$ cat config.mk
export PLATFORM = sky130hd
export DESIGN_NAME = pwm11_capture
export DESIGN_NICKNAME = d
export VERILOG_FILES = /design/src/rtl/pwm11_capture.sv
export SDC_FILE = /design/constraint.sdc
export NUM_CORES = 1
export LEC_CHECK = 0
export ABC_AREA = 1
export CAP_MARGIN = 5
export CORE_MARGIN = 2
export CORE_UTILIZATION = 25
export DETAILED_ROUTE_END_ITERATION = 6
export GPL_TIMING_DRIVEN = 0
export HOLD_SLACK_MARGIN = 0.08
export MAX_ROUTING_LAYER = met4
export PLACE_DENSITY_LB_ADDON = 0.08
export SLEW_MARGIN = 0
export SYNTH_ARGS = -nofsm -noshare
export SYNTH_HDL_FRONTEND = slang
export SYNTH_SLANG_ARGS = --single-unit
$ cat constraint.sdc
create_clock -name clk -period 1.9 [get_ports clk]
set_input_delay 0.285 -clock clk [delete_from_list [all_inputs] [get_ports clk]]
set_output_delay 0.285 -clock clk [all_outputs]
set_load 0.1 [all_outputs]
$ cat src/rtl/pwm11_capture.sv
// PWM capture: measures high time and period of an asynchronous PWM input, with stuck-line timeout.
// Optional 3-sample glitch filter enabled by defining PWM_CAPT_GLITCH_FILTER_EN.
module pwm11_capture #(
   parameter int unsigned TIMEOUT = 4095
) (
   input  logic        clk,
   input  logic        rst_n,
   input  logic        pwm_in,
   output logic [10:0] duty,
   output logic [11:0] period,
   output logic        vld,
   output logic        timeout
);

   typedef enum logic [1:0] {
      IDLE = 2'd0,
      HIGH = 2'd1,
      LOW  = 2'd2
   } state_t;

   localparam logic [11:0] CNT_MAX = '1;
   localparam logic [11:0] TO_CNT  = 12'(TIMEOUT);

   state_t      state, state_n;
   logic        s1, s2, lvl, hist;
   logic        rise, fall;
   logic [11:0] per_cnt, hi_cnt;
   logic        to_done, to_hit, publish, capture;
   logic        pend_vld, pend_to;
   logic [10:0] pend_duty;
   logic [11:0] pend_period;

   always_ff @(posedge clk or negedge rst_n) begin
      if (!rst_n) begin
         s1 <= 1'b0;
         s2 <= 1'b0;
      end else begin
         s1 <= pwm_in;
         s2 <= s1;
      end
   end

`ifdef PWM_CAPT_GLITCH_FILTER_EN
   logic [1:0] sh;
   logic       filt_q;

   // Level follows s2 only once s2 and the two previous samples agree; otherwise it holds.
   always_ff @(posedge clk or negedge rst_n) begin
      if (!rst_n) begin
         sh     <= '0;
         filt_q <= 1'b0;
      end else begin
         sh     <= {sh[0], s2};
         filt_q <= lvl;
      end
   end

   always_comb begin
      lvl = filt_q;
      if ((s2 == sh[0]) && (s2 == sh[1]))
         lvl = s2;
   end
`else
   always_comb lvl = s2;
`endif

   always_ff @(posedge clk or negedge rst_n) begin
      if (!rst_n)
         hist <= 1'b0;
      else
         hist <= lvl;
   end

   always_comb begin
      rise = lvl & ~hist;
      fall = ~lvl & hist;
   end

   always_ff @(posedge clk or negedge rst_n) begin
      if (!rst_n)
         state <= IDLE;
      else
         state <= state_n;
   end

   // to_done suppresses repeated strobes while per_cnt sits at or above TIMEOUT in IDLE.
   always_comb begin
      state_n = state;
      publish = 1'b0;
      capture = 1'b0;
      to_hit  = (per_cnt == TO_CNT) && !rise && !to_done;
      if (rise) begin
         state_n = HIGH;
         publish = (state == LOW);
      end else if (to_hit) begin
         state_n = IDLE;
      end else if (fall && (state == HIGH)) begin
         state_n = LOW;
         capture = 1'b1;
      end
   end

   always_ff @(posedge clk or negedge rst_n) begin
      if (!rst_n) begin
         per_cnt <= '0;
         hi_cnt  <= '0;
         to_done <= 1'b0;
      end else begin
         if (rise)
            per_cnt <= 12'd1;
         else if (per_cnt != CNT_MAX)
            per_cnt <= per_cnt + 12'd1;
         if (capture)
            hi_cnt <= per_cnt;
         if (rise)
            to_done <= 1'b0;
         else if (to_hit)
            to_done <= 1'b1;
      end
   end

   always_ff @(posedge clk or negedge rst_n) begin
      if (!rst_n) begin
         pend_vld    <= 1'b0;
         pend_duty   <= '0;
         pend_period <= '0;
         pend_to     <= 1'b0;
      end else begin
         pend_vld <= publish | to_hit;
         if (publish) begin
            pend_duty   <= hi_cnt[11] ? 11'h7FF : hi_cnt[10:0];
            pend_period <= per_cnt;
            pend_to     <= 1'b0;
         end else if (to_hit) begin
            pend_duty   <= lvl ? 11'h7FF : 11'h000;
            pend_period <= '0;
            pend_to     <= 1'b1;
         end
      end
   end

   always_ff @(posedge clk or negedge rst_n) begin
      if (!rst_n) begin
         duty    <= '0;
         period  <= '0;
         vld     <= 1'b0;
         timeout <= 1'b0;
      end else begin
         vld <= pend_vld;
         if (pend_vld) begin
            duty    <= pend_duty;
            period  <= pend_period;
            timeout <= pend_to;
         end
      end
   end

endmodule

### Yosys cells after proc, flatten, opt, wreduce, memory -nomap -nowiden

Index checks and enable logic that the tools add are counted.

* order comparisons: 0
* reductions and logical operators: 9
* bitwise logic cells: 5
* eq/ne operators: 4
* shifts and indexed selects: 0
* multiply operators: 0
* divide/modulo/power cells: 0
* mux-type cells: 18
* add/sub/neg operators: 1

Operators with widths (number)
* 2-to-1 mux 12 bit: 4
* 2-to-1 mux 11 bit: 4
* adder 12 x 1 -> 12 bit (second input constant): 1
* == test 12 bit (second input constant): 1
* != test 12 bit (second input constant): 1
* 2-to-1 mux 1 bit: 7
* 2-to-1 mux 2 bit: 3
* nonzero test 2 bit: 3
* logical AND 1 bit: 3
* nonzero test 3 bit: 1
* AND 1 bit: 2
* == test 2 x 1 -> 1 bit (second input constant): 1
* == test 2 bit (second input constant): 1
* logical NOT 1 bit: 2
* NOT 1 bit: 2
* OR 1 bit: 1

* memory bits (writable): 0
* bits in read-only memories: 0
* word-level logic and storage cells: 52
* bits in registers: 80
* memories kept: 0
* output and inout port bits: 25
* bits in latches: 0
* bits of input ports: 3

### Depth between registers and ports, before layout

Gate-level depths: netlist of the first run.

* word-level depth: 7
* depth in mapped cells: 10
* mapped depth without buffers: 9

### Worst setup path before layout of the first run

No wires, ideal clock.

* kind: register -> register
* from: register per_cnt[0]
* to: register pend_period[0]
* period minus slack after synthesis: 1735 ps
* slack: 165 ps
* cell stages (with the launch flop): 11
* setup time: 117 ps
* required time: 1783 ps
* arrival time: 1617 ps
* cells stage by stage: dfrtp_1 ha_1 nand2_1 nor2_2 nand2_2 nor2_4 nand3_2 buf_6 buf_8 nand3_1 nand2_1

* cells in the longest elaborated chain, start to end: 4
* elaborated cells on any way between the ends: 5
* classes of those cells: eq/ne (1); mux (1); reduce/logical (3)

RTL lines
* start, declared: line 27 `logic [11:0] per_cnt, hi_cnt;`
* start signal, assigned: line 112 `per_cnt <= per_cnt + 12'd1;`
* == test 12 bit: line 91 `to_hit = (per_cnt == TO_CNT) && !rise && !to_done;`
* logical AND 1 bit (2 in series): line 91
* nonzero test 2 bit (no line)
* end signal, assigned: line 132 `pend_period <= per_cnt;`
* end, declared: line 31 `logic [11:0] pend_period;`

Several ways; a longest one is shown, not always the timed one.
A chain may end at the register's enable or synchronous reset.

### Worst setup path in the final report of the first run

* from: register period[9]
* to: output port period[9]

RTL lines
* start, declared: line 10 `output logic [11:0] period,`
* start signal, assigned: line 152 `period <= pend_period;`

No word-level cell between the ends.

==> results.md, run 1 <==
- Port buffering added 27 buffers.
- The post-synthesis net count is roughly 350.
- The worst hold path depth is 0.
- The number of endpoints failing setup at the final stage is 0.
- STA classifies the critical path endpoint as a primary output.
- In this run the number of H-tree levels came out at 3.
- Pin placement for this block handled 28 I/O pins.
- The number of cells in the finished layout apart from fillers is 570.
- Clock-pin slew was measured on the worst setup and hold paths at approximately 60 ps.
- The minimum period implied by the final worst setup slack is approximately 1800 ps.
- The post-synthesis area per instance is around 10 um^2.
- The sequential share of the synthesized area is 0.585.
- The most used flip-flop cell after synthesis is sky130_fd_sc_hd__dfrtp_1.
- In the post-synthesis netlist, the cell with the most instances is sky130_fd_sc_hd__nand2_1.
- The later pin in the worst-skew pair is clocked with a latency of about 340 ps.
- The core region is 13300 um^2.
- The floorplan step defined a die boundary enclosing between 10000 and 15000 um^2.
- The DRC marker count from the first detailed-route iteration is 77.
- sky130_fd_sc_hd__dfrtp_1 takes more of the synthesized area than any other cell.
- The clock arrives with about 7.4 ps of skew.
- Before antenna repair, the detailed router went through 4 iterations.
- Grouping stages by cell kind, the critical path spends the most delay in buffers and inverters.
- The analysis attributes to cell leakage a power of between 2 and 2.5 nW.
- In the global route stage, overall resource usage came out at 0.122.
- For this configuration, the core starts out at a cell density of 0.257.
- The netlist area before placement is about 3400 um^2.
- By area the synthesized netlist is led by sky130_fd_sc_hd__dfrtp_1 (59%), sky130_fd_sc_hd__nand2_1 (11%), sky130_fd_sc_hd__mux2_2 (7.9%), sky130_fd_sc_hd__nand3_1 (5.9%), sky130_fd_sc_hd__o21ai_0 (4.2%).
- The final critical-path share of the clock period is 0.961.
- The tool flagged a number of max-cap violations equal to 0.
- Of the cells placed in the final design, the portion with a size suffix greater than 1 is 0.195.
- Setup repair after global routing could not meet its margin everywhere.
- The number of routed nets with antenna violations is 0.
- The first global-routing pass estimated 13400 um of wire.
- The synthesized design contains 80 register bits.
- The worst-case vdd ir drop is 0.000388 V.
- The largest single stage delay on the critical path is 860 ps.
- The highest attainable clock frequency is 0.548 GHz.
- The CTS root buffer is sky130_fd_sc_hd__clkbuf_16.
- Clock tree synthesis inserted a total of 9 buffers.
- The async set-reset flop share out of synthesis is 1.00.
- In this run the number of cells on the critical path is 1.
- The floorplan step set the die width to 121 um.
- Summed over all nets, the half-perimeter wirelength after detailed placement is roughly 5300 um.
- Dividing the detail-routed wire length by the instance count gives between 10 and 15 um.
- The finished cells cover 4300 um^2.
- For the pin with the worst max-slew slack, the measured transition is just under 1000 ps.
- On the critical path, the stage with the largest delay is an instance of sky130_fd_sc_hd__dlygate4sd2_1.
- Power comes to approximately 5.6 mW.
- Measured on the finished design, the core utilization comes to 0.323.
- The placer congestion estimate is 0.771.
- The gate count of the mapped netlist is about 340.
- For this design, the sink count on the clock tree is 80.
- The worst-case reg-to-reg path depth is 10.
- The Yosys step of the flow raised 0 warnings.
- The floorplan has 42 rows.
- Walking the worst path, the cells encountered are dlygate4sd2_1.
- The total congestion overflow is 0.
- The data arrival time of the critical path is between 1500 and 2000 ps.
- The category of the worst setup path launch point is a flip-flop.
- Of the post-synthesis cell area, the dominant cell type holds 0.585.
- Summing over every cut layer, the via total after detailed routing is 2462.
- The number of synthesized flops with an enable pin is 0.
- The number of max-slew violations in the final report is 0.
- The worst hold slack is 348 ps.
- The worst setup path category is flip-flop to primary output.
- The number of antenna diodes in the final layout is 0.
- After detailed routing, the total wire length is 7740 um.
- The final count of hold timing violations is 0.
- At the worst endpoint, the required time is around 1600 ps.
- The relative slew slack is 0.362.
- After detailed placement, the design holds a cell count of between 500 and 600.
- TritonCTS built the clock tree.
- The number of antenna violations at the first check in global routing is 0.
- The maximum number of pins on one net before global-route repair is 57.
- The area growth from synthesis to layout is 25.6%.
- The distinct cell type count of the synthesized netlist is 23.
- The number of global-route vias before repair came to around 2500.
- Using the TritonRoute via totals, the vias-per-cell ratio works out to around 4.3.
- Of all nets on the critical path, the largest fanout is 2.
- The total power divided by cell area is ~1300 nW/um^2.
- For this run, the post-layout net count is a little under 400.
- In this run the vertical extent of the chip is ~120 um.
- The flow ran to the end, and the final reports show no timing, DRC or antenna violations.
- In the routed design, unresolved DRC markers number 0.
- No sink is reached through more buffers than the 2 on the longest clock path.
- The sum of buffers and inverters on the critical path is 1.
- The path class of the lowest-slack min-delay path is flip-flop to flip-flop.
- In this run the cell area measured after placement is 3940 um^2.
- Counting instances in the post-synthesis netlist gives the leading cell types as sky130_fd_sc_hd__nand2_1 (100), sky130_fd_sc_hd__dfrtp_1 (80), sky130_fd_sc_hd__nand3_1 (40).
-- cell usage in the layout (no fill, tap or decap), drive strengths merged --
cell / count
a21oi: 3
a31oi: 4
buf: 24
bufinv: 1
clkbuf: 15
clkdlybuf4s50: 1
clkinv: 2
dfrtp: 80
dlygate4sd2: 25
dlygate4sd3: 1
ha: 1
inv: 14
mux2: 24
nand2: 101
nand3: 46
nand3b: 1
nand4: 5
nor2: 13
nor3: 3
o21ai: 29
xor2: 1
-- cell families after synthesis --
family,count (synthesis),share of synthesized area
muxes,24,0.0790
xor gates and xnor gates,1,0.00256
buffers and inverters,32,0.0538
adders and majority gates,1,0.00366
DFF,80,0.585
and+or+nand+nor,169,0.221
AOI/OAI and AO/OA,36,0.0542
-- flip-flops by register name (all words and copies together) (netlist names), 2 cells and up --
register and cells:
pend_period 12, per_cnt 12, hi_cnt 12, state 2
period 12, duty 11, pend_duty 11
-- per-layer routing --
layer	vias up	part of all wire	track usage	wire length [um]
li1	1235	-	-	-
met1	1186	0.49	0.157	3770
met2	32	0.46	0.180	3570
met3	9	0.033	0.0395	256
met4	0	0.017	0.0458	134
met5	-	0	-	0
-- metrics by stage --
stage               worst slack (ps)  TNS, ps
floorplan                        165        0
global placement               -2570  -213800
detailed placement              -259    -8430
CTS                             15.2        0
global route                   -17.5    -79.9
finish                          75.0        0
-- final timing paths --
kind	slack [ps]	from	to
setup / recovery	80	period[9]	period[9]
hold / removal	350	s1	lvl
setup reg to reg	120	per_cnt[1]	hi_cnt[2]
hold reg to reg	350	s1	lvl
max in group asynchronous	880	rst_n	per_cnt[1]
min in group asynchronous	400	rst_n	duty[10]
-- where the power goes --
part	leakage (nW)	total (mW)	internal, mW	switching (mW)
clock	0.141	1.71	1.04	0.673
combinational	0.985	1.59	0.396	1.19
sequential	1.07	2.31	2.07	0.242
total	2.20	5.61	3.50	2.11
-- area by class of cell --
class | instances | area [um^2]
plain buffers | 18 | 131
clock buffers | 11 | 243
clock inverters | 3 | 43.8
fillers | 1381 | 9000
inverters | 14 | 52.6
multi-input cells | 231 | 1270
flip-flops and latches | 80 | 2010
well taps | 176 | 220
repair buffers | 37 | 334
-- repair_timing --
action,4_1_cts,5_1_grt
gates resized for setup,30,5
pin swaps,0,1
endpoints found under the hold margin,24,0
endpoints found under the setup margin,66,35
hold buffers,1,0
buffers inserted,1,7
Note: power is estimated with default switching activity, not from simulation.
==> run 2, diff against run 1 <==
Settings changed: CORE_ASPECT_RATIO from default to 2, TNS_END_PERCENT from default to 10.
==> run 2 against run 1 <==
  * Final area barely moved
  * Worst hold slack improved by 7.6 ps
  * Maximum frequency fell by 0.60%
  * Largest power group unchanged
  * Clock-buffer cell count fell by 1
  * Die area rose by 0.39%
  * Final cell count fell by 3.7%
  * Routed wire length rose by 8.6%
==> results.md, run 2 (synthesized netlist as in run 1, its figures left out) <==
- The number of cells in the finished layout apart from fillers is between 500 and 600.
- The number of routed nets with antenna violations is 0.
- The total of buffers placed on input and output ports is 27.
- The maximum number of pins on one net before global-route repair is 58.
- The CTS root buffer is sky130_fd_sc_hd__clkbuf_16.
- The final layout contains routed wiring with a total length of about 8400 um.
- For this run, the total global-route usage over all layers was measured as 0.129.
- The maximum fanout count along the critical path is 2.
- The repair_antennas step left the layout with diodes totalling 0.
- In the layout the commonest cells are sky130_fd_sc_hd__nand2_1 (99), sky130_fd_sc_hd__dfrtp_1 (78), sky130_fd_sc_hd__nand3_1 (40), sky130_fd_sc_hd__o21ai_0 (29), sky130_fd_sc_hd__dlygate4sd2_1 (25).
- The number of global-route vias before repair is 2635.
- The instance count after placement with tap cells included is roughly 530.
- VDD sags by at most ~0.0004 V.
- The placed wire-length estimate is about 6000 um.
- The clock transition at the register clock pins on the worst setup and hold paths after CTS is 70 ps.
- The number of max-slew violations in the final report is 0.
- The TritonCTS clock tree is yes.
- The worst-case clock buffer depth is 2.
- The wire length per cell is between 15 and 20 um.
- The sum of buffers and inverters on the critical path is 1.
- The category of the worst setup path launch point is a flip-flop.
- The share of post-route cells with drive strength above 1 is 0.193.
- The number of endpoints failing setup at the final stage is 0.
- During I/O placement, the number of pins put on the boundary was 28.
- The core footprint is 13400 um^2.
- Dividing total power by cell area gives a power density of ~1300 nW/um^2.
- The total number of vias is 2527.
- The flow ran to the end, and the final reports show no timing, DRC or antenna violations.
- Measured on the finished design, the core utilization comes to 0.320.
- The data arrival time of the critical path is about 1600 ps.
- In this run the core area contains 60 standard-cell rows.
- On the worst path, the slowest cell contributes a delay of between 800 and 900 ps.
- The first-pass GRT wire length is about 14000 um.
- The final critical-path share of the clock period is 0.966.
- At the end of the flow, the number of nets in the layout was 393.
- The number of sinks on the clock net is 80.
- The number of remaining DRC errors is 0.
- The layout-stage area growth over the synthesis result is 25.7%.
- The die is roughly 170 um tall.
- The final-layout setup total negative slack is 0 ps.
- Dividing the detail-routed via count by the number of cells gives roughly 4.6.
- The number of buffers added by the clock tree synthesis step is 9.
- The number of antenna violations at the first check in global routing is 0.
- The DRC marker count from the first detailed-route iteration is between 100 and 150.
- Setup repair after global routing left no endpoint under its margin.
- The final count of hold timing violations is 0.
- Routability-driven placement finished with a final weighted congestion of a little under 0.9.
- After filler insertion, the fill cell instance count of the layout stands at roughly 1400.
- In the global route stage, met3 resource usage came out at 0.0204.
- The critical path endpoint category is a primary output.
- The worst setup path is of the flip-flop to primary output kind.
- In the global route stage, met1 resource usage came out at 0.129.
- The first-pass iteration count of the detailed router is 4.
- In this run the tightest slew margin relative to its limit is 0.361.
- The worst-path cell with the longest stage delay is sky130_fd_sc_hd__dlygate4sd2_1.
- The tightest min-delay check is of the flip-flop to flip-flop type.
- The starting density of the core is 0.254.
- For the worst-skew pair, the clock arrives at the later sink with an insertion delay of about 340 ps.
- The worst path required time is approximately 1600 ps.
- The layer flagged by global routing as most heavily used is met2.
- After layout, the minimum clock period comes to around 1800 ps.
- The analysis attributes to cell leakage a power of about 2.2 nW.
- Walking the worst path, the cells encountered are dlygate4sd2_1.
- The count of H-tree levels built during CTS is 3.
- The total overflow left after global routing is 0.
- On the final layout, the worst clock skew is roughly 8 ps.
- The die area is 14700 um^2.
- The highest attainable clock frequency is 0.545 GHz.
- The transition time of the tightest slew-check pin is between 900 and 1000 ps.
- The met2 routing resource usage after global routing is 0.234.
- The die is 86.7 um wide.
- The most common cell after layout, fill and taps aside is sky130_fd_sc_hd__nand2_1.
- Across the run, the number of max-cap violations was 0.
- The kind of cell with the highest combined delay along the critical path is buffers and inverters.
==> run 2: cell types whose count changed in the layout (fill, tap and decap cells not counted) <==
| cell | previous run | this run |
|---|---|---|
| sky130_fd_sc_hd__dfrtp_1 | 77 | 78 |
| sky130_fd_sc_hd__clkinv_2 | 1 | 0 |
| sky130_fd_sc_hd__inv_2 | 1 | 0 |
| sky130_fd_sc_hd__clkbuf_8 | 1 | 0 |
| sky130_fd_sc_hd__buf_4 | 13 | 11 |
| sky130_fd_sc_hd__bufinv_16 | 1 | 2 |
| sky130_fd_sc_hd__nand2_4 | 0 | 1 |
| sky130_fd_sc_hd__dfrtp_2 | 3 | 2 |
| sky130_fd_sc_hd__clkinvlp_4 | 0 | 3 |
| sky130_fd_sc_hd__nand2_2 | 2 | 1 |
| sky130_fd_sc_hd__inv_6 | 0 | 1 |
==> run 2: final timing paths <==
check	start	end	slack, ps	cells past startpoint
max	period[11]	period[11]	60	1
min	s1	lvl	360	0
max reg2reg	per_cnt[3]	hi_cnt[11]	70	9
min reg2reg	s1	lvl	360	0
max in group asynchronous	rst_n	per_cnt[1]	880	3
min in group asynchronous	rst_n	period[4]	400	2
==> run 2: layer usage <==
metal	wire length, um	part of all wire
met1	3130	0.37
met2	4810	0.57
met3	177	0.021
met4	289	0.034
met5	0	0
==> run 2: through the flow <==
stage                     setup slack, ps  hold WS [ps]  power, mW  cell area [um^2]
after floorplan                       165         -10.6       3.52              3420
after global placement              -2590           334       3.95              3880
after detailed placement             -340           219       3.98              3910
after CTS                          0.0160           357       5.84              4240
after global routing                0.114           369       6.05              4300
final                                64.0           356       5.77              4300
==> run 2: final cells by class <==
| cell class | instances | area [um^2] | share of cell area |
|---|---|---|---|
| clock buffers | 10 | 229 | 0.0533 |
| inverters | 14 | 56.3 | 0.0131 |
| repair buffers | 35 | 319 | 0.0742 |
| flip-flops and latches | 80 | 2000 | 0.466 |
| well taps | 155 | 194 | 0.0451 |
| plain buffers | 18 | 131 | 0.0306 |
| multi-input cells | 231 | 1270 | 0.296 |
| clock inverters | 6 | 92.6 | 0.0215 |
==> run 2: power breakdown <==
part | switching [mW] | total, mW | leakage (nW) | internal (mW)
Sequential | 0.240 | 2.30 | 1.07 | 2.07
Combinational | 1.19 | 1.58 | 0.978 | 0.384
Clock | 0.727 | 1.89 | 0.149 | 1.16
==> run 2: timing repair <==
| item | CTS | global route |
|---|---|---|
| setup endpoints to repair | 70 | 35 |
| endpoints found under the hold margin | 23 | 0 |
| pin swaps | 0 | 1 |
| hold buffers | 1 | 0 |
| setup buffers | 2 | 4 |
| gates resized for setup | 30 | 5 |
